[src/rtl/v30mz_pkg.sv]
// rtl/v30mz_pkg.sv - shared bus command, bus status and BCU state definitions
//
// Purpose: types and constants shared by the bus control unit, its interface
// and anything that issues bus commands to it.
//   bus_command_t : EU request encoding (idle / read / write)
//   BUS_STATUS_*  : values driven on the external bus_status lines
//   bcu_state_t   : bus control unit sequencer states

package v30mz_pkg;

  typedef enum logic [1:0] {
    CMD_IDLE  = 2'd0,
    CMD_READ  = 2'd1,
    CMD_WRITE = 2'd2
  } bus_command_t;

  localparam logic [3:0] BUS_STATUS_IDLE       = 4'hF;
  localparam logic [3:0] BUS_STATUS_CODE_FETCH = 4'h9;
  localparam logic [3:0] BUS_STATUS_MEM_READ   = 4'hA;
  localparam logic [3:0] BUS_STATUS_MEM_WRITE  = 4'hB;

  localparam logic [19:0] RESET_ADDRESS = 20'hFFFF0;

  typedef enum logic [1:0] {
    ST_IDLE     = 2'd0,
    ST_FETCH    = 2'd1,
    ST_EU_READ  = 2'd2,
    ST_EU_WRITE = 2'd3
  } bcu_state_t;

endpackage

[src/rtl/bus_control_unit_if.sv]
// rtl/bus_control_unit_if.sv - external bus, prefetch queue and EU signals of the BCU
//
// Purpose: bundles every non-clock/reset signal of the bus control unit.
//   master modport : the BCU side (drives bus outputs, queue push, EU results)
//   slave modport  : memory / prefetch queue / EU side
// Signals:
//   readyb, data_in                      external memory handshake and read data
//   ps, pfp, queue_full, queue_flush     prefetch queue state
//   eu_bus_command/address, eu_data_out  EU transfer request
//   address_out, bus_status, data_out    registered external bus outputs
//   queue_push, queue_data               fetched word to the queue
//   eu_bus_done, eu_data_in              completion and read data to the EU

interface bus_control_unit_if;
  import v30mz_pkg::*;

  logic         readyb;
  logic [15:0]  data_in;
  logic [15:0]  ps;
  logic [15:0]  pfp;
  logic         queue_full;
  logic         queue_flush;
  bus_command_t eu_bus_command;
  logic [19:0]  eu_bus_address;
  logic [15:0]  eu_data_out;

  logic [19:0]  address_out;
  logic [3:0]   bus_status;
  logic [15:0]  data_out;
  logic         queue_push;
  logic [15:0]  queue_data;
  logic         eu_bus_done;
  logic [15:0]  eu_data_in;

  modport master (
    input  readyb, data_in, ps, pfp, queue_full, queue_flush,
           eu_bus_command, eu_bus_address, eu_data_out,
    output address_out, bus_status, data_out, queue_push, queue_data,
           eu_bus_done, eu_data_in
  );

  modport slave (
    output readyb, data_in, ps, pfp, queue_full, queue_flush,
           eu_bus_command, eu_bus_address, eu_data_out,
    input  address_out, bus_status, data_out, queue_push, queue_data,
           eu_bus_done, eu_data_in
  );

endinterface

[src/rtl/bus_control_unit.sv]
// rtl/bus_control_unit.sv - v30mz bus control unit: prefetch / EU bus arbitration
//
// Purpose: sole master of the external bus. In IDLE it picks an EU transfer
// (priority) or an instruction prefetch, runs one bus cycle with unbounded
// wait states on readyb, then returns to IDLE for at least one cycle.
// Ports:
//   clk   : core clock
//   reset : synchronous, active-high; drops any transfer in flight
//   bus   : bus_control_unit_if.master (external bus, queue and EU signals)

module bus_control_unit
  import v30mz_pkg::*;
(
  input logic                clk,
  input logic                reset,
  bus_control_unit_if.master bus
);

  bcu_state_t  state;
  logic        discard;
  logic [19:0] fetch_address;

  // PS:PFP physical address, 20-bit wrap is intentional
  assign fetch_address = {bus.ps, 4'h0} + {4'h0, bus.pfp};

  always_ff @(posedge clk) begin
    if (reset) begin
      state           <= ST_IDLE;
      discard         <= 1'b0;
      bus.address_out <= RESET_ADDRESS;
      bus.bus_status  <= BUS_STATUS_IDLE;
      bus.data_out    <= 16'h0000;
      bus.queue_push  <= 1'b0;
      bus.queue_data  <= 16'h0000;
      bus.eu_bus_done <= 1'b0;
      bus.eu_data_in  <= 16'h0000;
    end else begin
      bus.queue_push  <= 1'b0;
      bus.eu_bus_done <= 1'b0;
      unique case (state)
        ST_IDLE: begin
          discard <= 1'b0;
          // While eu_bus_done is high the EU may still present the command
          // it just completed; ignoring it avoids replaying that transfer.
          if (!bus.eu_bus_done && bus.eu_bus_command == CMD_READ) begin
            state           <= ST_EU_READ;
            bus.address_out <= bus.eu_bus_address;
            bus.bus_status  <= BUS_STATUS_MEM_READ;
          end else if (!bus.eu_bus_done && bus.eu_bus_command == CMD_WRITE) begin
            state           <= ST_EU_WRITE;
            bus.address_out <= bus.eu_bus_address;
            bus.data_out    <= bus.eu_data_out;
            bus.bus_status  <= BUS_STATUS_MEM_WRITE;
          end else if (!bus.queue_full && !bus.queue_flush) begin
            state           <= ST_FETCH;
            bus.address_out <= fetch_address;
            bus.bus_status  <= BUS_STATUS_CODE_FETCH;
          end
        end
        ST_FETCH: begin
          if (bus.queue_flush) discard <= 1'b1;
          if (!bus.readyb) begin
            state          <= ST_IDLE;
            bus.bus_status <= BUS_STATUS_IDLE;
            bus.queue_data <= bus.data_in;
            // a flush landing in the completing cycle also makes the word stale
            bus.queue_push <= !(discard || bus.queue_flush);
            discard        <= 1'b0;
          end
        end
        ST_EU_READ: begin
          if (!bus.readyb) begin
            state           <= ST_IDLE;
            bus.bus_status  <= BUS_STATUS_IDLE;
            bus.eu_data_in  <= bus.data_in;
            bus.eu_bus_done <= 1'b1;
          end
        end
        ST_EU_WRITE: begin
          if (!bus.readyb) begin
            state           <= ST_IDLE;
            bus.bus_status  <= BUS_STATUS_IDLE;
            bus.eu_bus_done <= 1'b1;
          end
        end
        default: state <= ST_IDLE;
      endcase
    end
  end

endmodule

[src/flat_wrapper.sv]
// flat-port wrapper written by rule: the top's interface ports become plain ports
module bus_control_unit_flat import v30mz_pkg::*;
  (clk, reset, bus_readyb, bus_data_in, bus_ps, bus_pfp, bus_queue_full, bus_queue_flush, bus_eu_bus_command, bus_eu_bus_address, bus_eu_data_out, bus_address_out, bus_bus_status, bus_data_out, bus_queue_push, bus_queue_data, bus_eu_bus_done, bus_eu_data_in);
  bus_control_unit_if bus_i ();
  input logic clk;
  input logic reset;
  input wire logic [$bits(bus_i.readyb)-1:0] bus_readyb;
  input wire logic [$bits(bus_i.data_in)-1:0] bus_data_in;
  input wire logic [$bits(bus_i.ps)-1:0] bus_ps;
  input wire logic [$bits(bus_i.pfp)-1:0] bus_pfp;
  input wire logic [$bits(bus_i.queue_full)-1:0] bus_queue_full;
  input wire logic [$bits(bus_i.queue_flush)-1:0] bus_queue_flush;
  input wire logic [$bits(bus_i.eu_bus_command)-1:0] bus_eu_bus_command;
  input wire logic [$bits(bus_i.eu_bus_address)-1:0] bus_eu_bus_address;
  input wire logic [$bits(bus_i.eu_data_out)-1:0] bus_eu_data_out;
  output wire logic [$bits(bus_i.address_out)-1:0] bus_address_out;
  output wire logic [$bits(bus_i.bus_status)-1:0] bus_bus_status;
  output wire logic [$bits(bus_i.data_out)-1:0] bus_data_out;
  output wire logic [$bits(bus_i.queue_push)-1:0] bus_queue_push;
  output wire logic [$bits(bus_i.queue_data)-1:0] bus_queue_data;
  output wire logic [$bits(bus_i.eu_bus_done)-1:0] bus_eu_bus_done;
  output wire logic [$bits(bus_i.eu_data_in)-1:0] bus_eu_data_in;
  assign bus_i.readyb = bus_readyb;
  assign bus_i.data_in = bus_data_in;
  assign bus_i.ps = bus_ps;
  assign bus_i.pfp = bus_pfp;
  assign bus_i.queue_full = bus_queue_full;
  assign bus_i.queue_flush = bus_queue_flush;
  assign bus_i.eu_bus_command = bus_eu_bus_command;
  assign bus_i.eu_bus_address = bus_eu_bus_address;
  assign bus_i.eu_data_out = bus_eu_data_out;
  assign bus_address_out = bus_i.address_out;
  assign bus_bus_status = bus_i.bus_status;
  assign bus_data_out = bus_i.data_out;
  assign bus_queue_push = bus_i.queue_push;
  assign bus_queue_data = bus_i.queue_data;
  assign bus_eu_bus_done = bus_i.eu_bus_done;
  assign bus_eu_data_in = bus_i.eu_data_in;
  bus_control_unit u_core (.clk(clk), .reset(reset), .bus(bus_i));
endmodule
[config.mk]
export PLATFORM = sky130hd
export DESIGN_NAME = bus_control_unit_flat
export DESIGN_NICKNAME = d
export VERILOG_FILES = /design/src/rtl/v30mz_pkg.sv /design/src/rtl/bus_control_unit_if.sv /design/src/rtl/bus_control_unit.sv /design/src/flat_wrapper.sv
export SDC_FILE = /design/constraint.sdc
export NUM_CORES = 1
export LEC_CHECK = 0
export CORE_MARGIN = 5
export CORE_UTILIZATION = 37
export DETAILED_ROUTE_END_ITERATION = 8
export PLACE_DENSITY = 0.77
export SYNTH_ARGS = -nofsm -noshare
export SYNTH_HDL_FRONTEND = slang
export SYNTH_SLANG_ARGS = --single-unit
export TNS_END_PERCENT = 10
[constraint.sdc]
create_clock -name clk -period 2.2 [get_ports clk]
set_input_delay 0.44 -clock clk [delete_from_list [all_inputs] [get_ports clk]]
set_output_delay 0.44 -clock clk [all_outputs]
set_load 0.03 [all_outputs]
==> flow_metrics.tcl <==
set metrics [dict create \
    drv_slew 0 \
    wl_per_cell_um 15.04 \
    fin_crit_ns 2.137 \
    clockPowerShare_pct 31.6 \
    fmaxAchievable_ghz 0.4680 \
    place.gp.congestion 0.9105 \
    clock_skew_ns 0.007714 \
    power_density_mw_per_mm2 702.8 \
    rows 34 \
    wl_met1_um 4334 \
    grt_pass1_vias 3529 \
    synth.distinct_cells 42 \
    p_leak_nw 2.082 \
    dr_wl_met2_um 5060 \
    power_w 0.003871 \
    arrival_ns 2.35 \
    antenna_found_initial 0 \
    whs_ns 0.4303 \
    drt-pass1-iter-count 4 \
    worstMarginPinSlew_ns 0.6199 \
    power_frac_comb_pct 28.8 \
    die_x_um 105.3 \
    synth_fp_nets 519 \
    p_sw_w 0.001123 \
    hpwl_um 8291 \
    rsz0062_at_grt "true" \
    yosysWarnings 0 \
    synth_edf_count 0 \
    drt_iter0_drc 102 \
    post-place-ws_ns -0.5195 \
    dr_wl_met3_um 1056 \
    relSlewSlack_pct 58.67 \
    clk_path_buf_depth 2 \
    cts.sinks 76 \
    critPathRequiredTime_ns 2.41 \
    syn2layout_area_growth_pct 63.95 \
    start_util_pct 38.15 \
    start_kind "input pin" \
    die_h_um 105.3 \
    fin_nets 697 \
    ioPinCount 165 \
    ctsRootBufferMaster "clkbuf_8" \
    p_seq_share_pct 39.7 \
    setup_ws_ns 0.06336 \
    path_class "input pin to flip-flop" \
    drive_gt1_share_pct 9.396 \
    ys_seq_area_share_pct 45.29 \
    cap_viol_max_count 0 \
    place_area_mm2 0.005230 \
    setup_violations 0 \
    synth_top_area_share_pct 45.29 \
    dr_total_vias 3560 \
    final_antenna_net_count 0 \
    worst-path-max-fanout 3 \
    period_share_pct 97.12 \
    vias_per_cell 5.057 \
    port_buffers 163 \
    h-tree-depth 3 \
    min_path_type "flip-flop to flip-flop" \
    fin_util_pct 62.55 \
    syn_avg_cell_area_um2 8.095 \
    synth_area_leaders "dfxtp_1 45%, nand2_1 13%, a21oi_1 9.7%" \
    synth_area_mm2 0.003359 \
    slowest_delay_ns 0.51 \
    clk_latency_ns 0.33 \
    synth_ff_type "dfxtp_1" \
    endpoint_kind "flip-flop" \
    cts_tree "yes" \
    grt_max_degree 45 \
    status "completed" \
    die_area_mm2 0.01108 \
    grt_overflow 0 \
    cts_made_buffers 9 \
    clk_pin_slew_ns 0.07 \
    p_sw_share_pct 29.01 \
    grt_util_all_layers_pct 18.51 \
    diodes 0 \
    drc_errors 0 \
    coreArea_mm2 0.008806 \
    synth_top_cell_by_area "dfxtp_1" \
    crit_chain "clkdlybuf4s50_1, fa_2, a21oi_2, o211ai_1, a31oi_2, buf_4, xor2_1, o21ai_1" \
    routed_wl_um 10590 \
    synthArstFlopShare_pct 0 \
    crit_path_top_delay_cell "clkdlybuf4s50_1" \
    design_area_mm2 0.005508 \
    hold_violations 0 \
    ys_seq_elements 76 \
    intPower_w 0.002748 \
    grt_pass1_wl_um 17050 \
    synth_cells 415 \
    highest-signal-layer "met4" \
    ir_worst_vdd_mv 0.2988 \
]
## final timing paths
kind	endpoint	depth (start not counted)	slack [ns]	startpoint
min reg2reg	u_core.bus.queue_push	1	0.43	u_core.discard
max	u_core.bus.address_out[12]	8	0.06	bus_pfp[5]
min	u_core.bus.queue_push	1	0.43	u_core.discard
max reg2reg	u_core.bus.data_out[5]	4	0.55	u_core.state[1]
## routing by layer
metal,global-route usage (%),vias to the layer above
li1,-,1784
met1,21.70,1628
met2,31.19,133
met3,8.191,15
met4,4.217,0
met5,0,-
## worst max-delay path, delay by kind of cell
kind	cells	cell delay, ns
buffers and inverters	2	0.67
AO/OA/AOI/OAI	4	0.69
XOR/XNOR	1	0.12
adder cells (fa/ha/maj)	1	0.44
## area by class of cell
cell class,instances,area [um2]
Inverter,5,18.77
Timing Repair Buffer,190,1847
Sequential cell,76,1521
Clock inverter,5,102.6
Fill cell,763,3298
Tap cell,108,135.1
Clock buffer,9,123.9
Multi-Input combinational cell,311,1759
## repair_timing
action | CTS | global route
hold buffers | 0 | 0
pin swaps | 2 | 11
resized for setup | 3 | 12
setup buffers | 0 | 1
setup endpoints to repair | 3 | 8
## power groups by stage
stage          Clock (W)  Combinational [W]  Sequential, W
6_report         0.00122            0.00111        0.00153
5_1_grt          0.00131            0.00120        0.00155
4_1_cts          0.00126            0.00111        0.00154
3_5_place_dp           0            0.00110        0.00157
3_3_place_gp           0            0.00108        0.00156
2_1_floorplan          0           0.000382        0.00175
## placed cells by master, fill, tap and decap left out, drive strengths merged, types with 2 or more instances in the layout
cell type,count
nand3,3
and3,10
mux2i,6
nand2,115
a21o,2
a221oi,3
xnor2,6
o211ai,9
o21bai,2
xor2,7
nor2,16
clkinv,2
clkbuf,9
buf,28
ha,12
nand2b,3
a21oi,66
o21ai,22
o21a,2
inv,4
dfxtp,76
clkdlybuf4s50,160
bufinv,3
a211oi,14
dlymetal6s2s,2
## synth_stat cells, types with 4 or more instances
master,count
o211ai_1,9
nor2_1,16
o21ai_0,19
buf_2,7
a211oi_1,13
xor2_1,7
and3_1,9
clkbuf_1,15
inv_1,4
ha_1,12
nand2_1,115
mux2i_1,6
xnor2_1,6
a21oi_1,65
dfxtp_1,76
## cell families after synthesis
kind of cell / Yosys count / synth area share [%]
simple gates: 150 / 18.10
compound gates: 128 / 22.76
flops: 76 / 45.29
buf+inv: 28 / 3.501
fa+ha+maj: 13 / 5.065
xor+xnor: 13 / 3.389
mux: 6 / 1.788
other cells: 1 / 0.1116
## per-stage QoR
step,TNS [ns],instances
5_1_grt,-0.03509,704
3_5_place_dp,-3.535,689
4_1_cts,0,703
3_3_place_gp,-3.239,689
6_report,0,704
2_1_floorplan,0,415
## flip-flops by register name (all words and copies together), names as in the netlist
register	cells
u_core.bus.eu_data_in	16
u_core.bus.bus_status	3
u_core.state	2
u_core.discard	1
u_core.bus.address_out	20
u_core.bus.queue_push	1
u_core.bus.queue_data	16
u_core.bus.data_out	16
u_core.bus.eu_bus_done	1
Note: power is estimated with default switching activity, not from simulation.
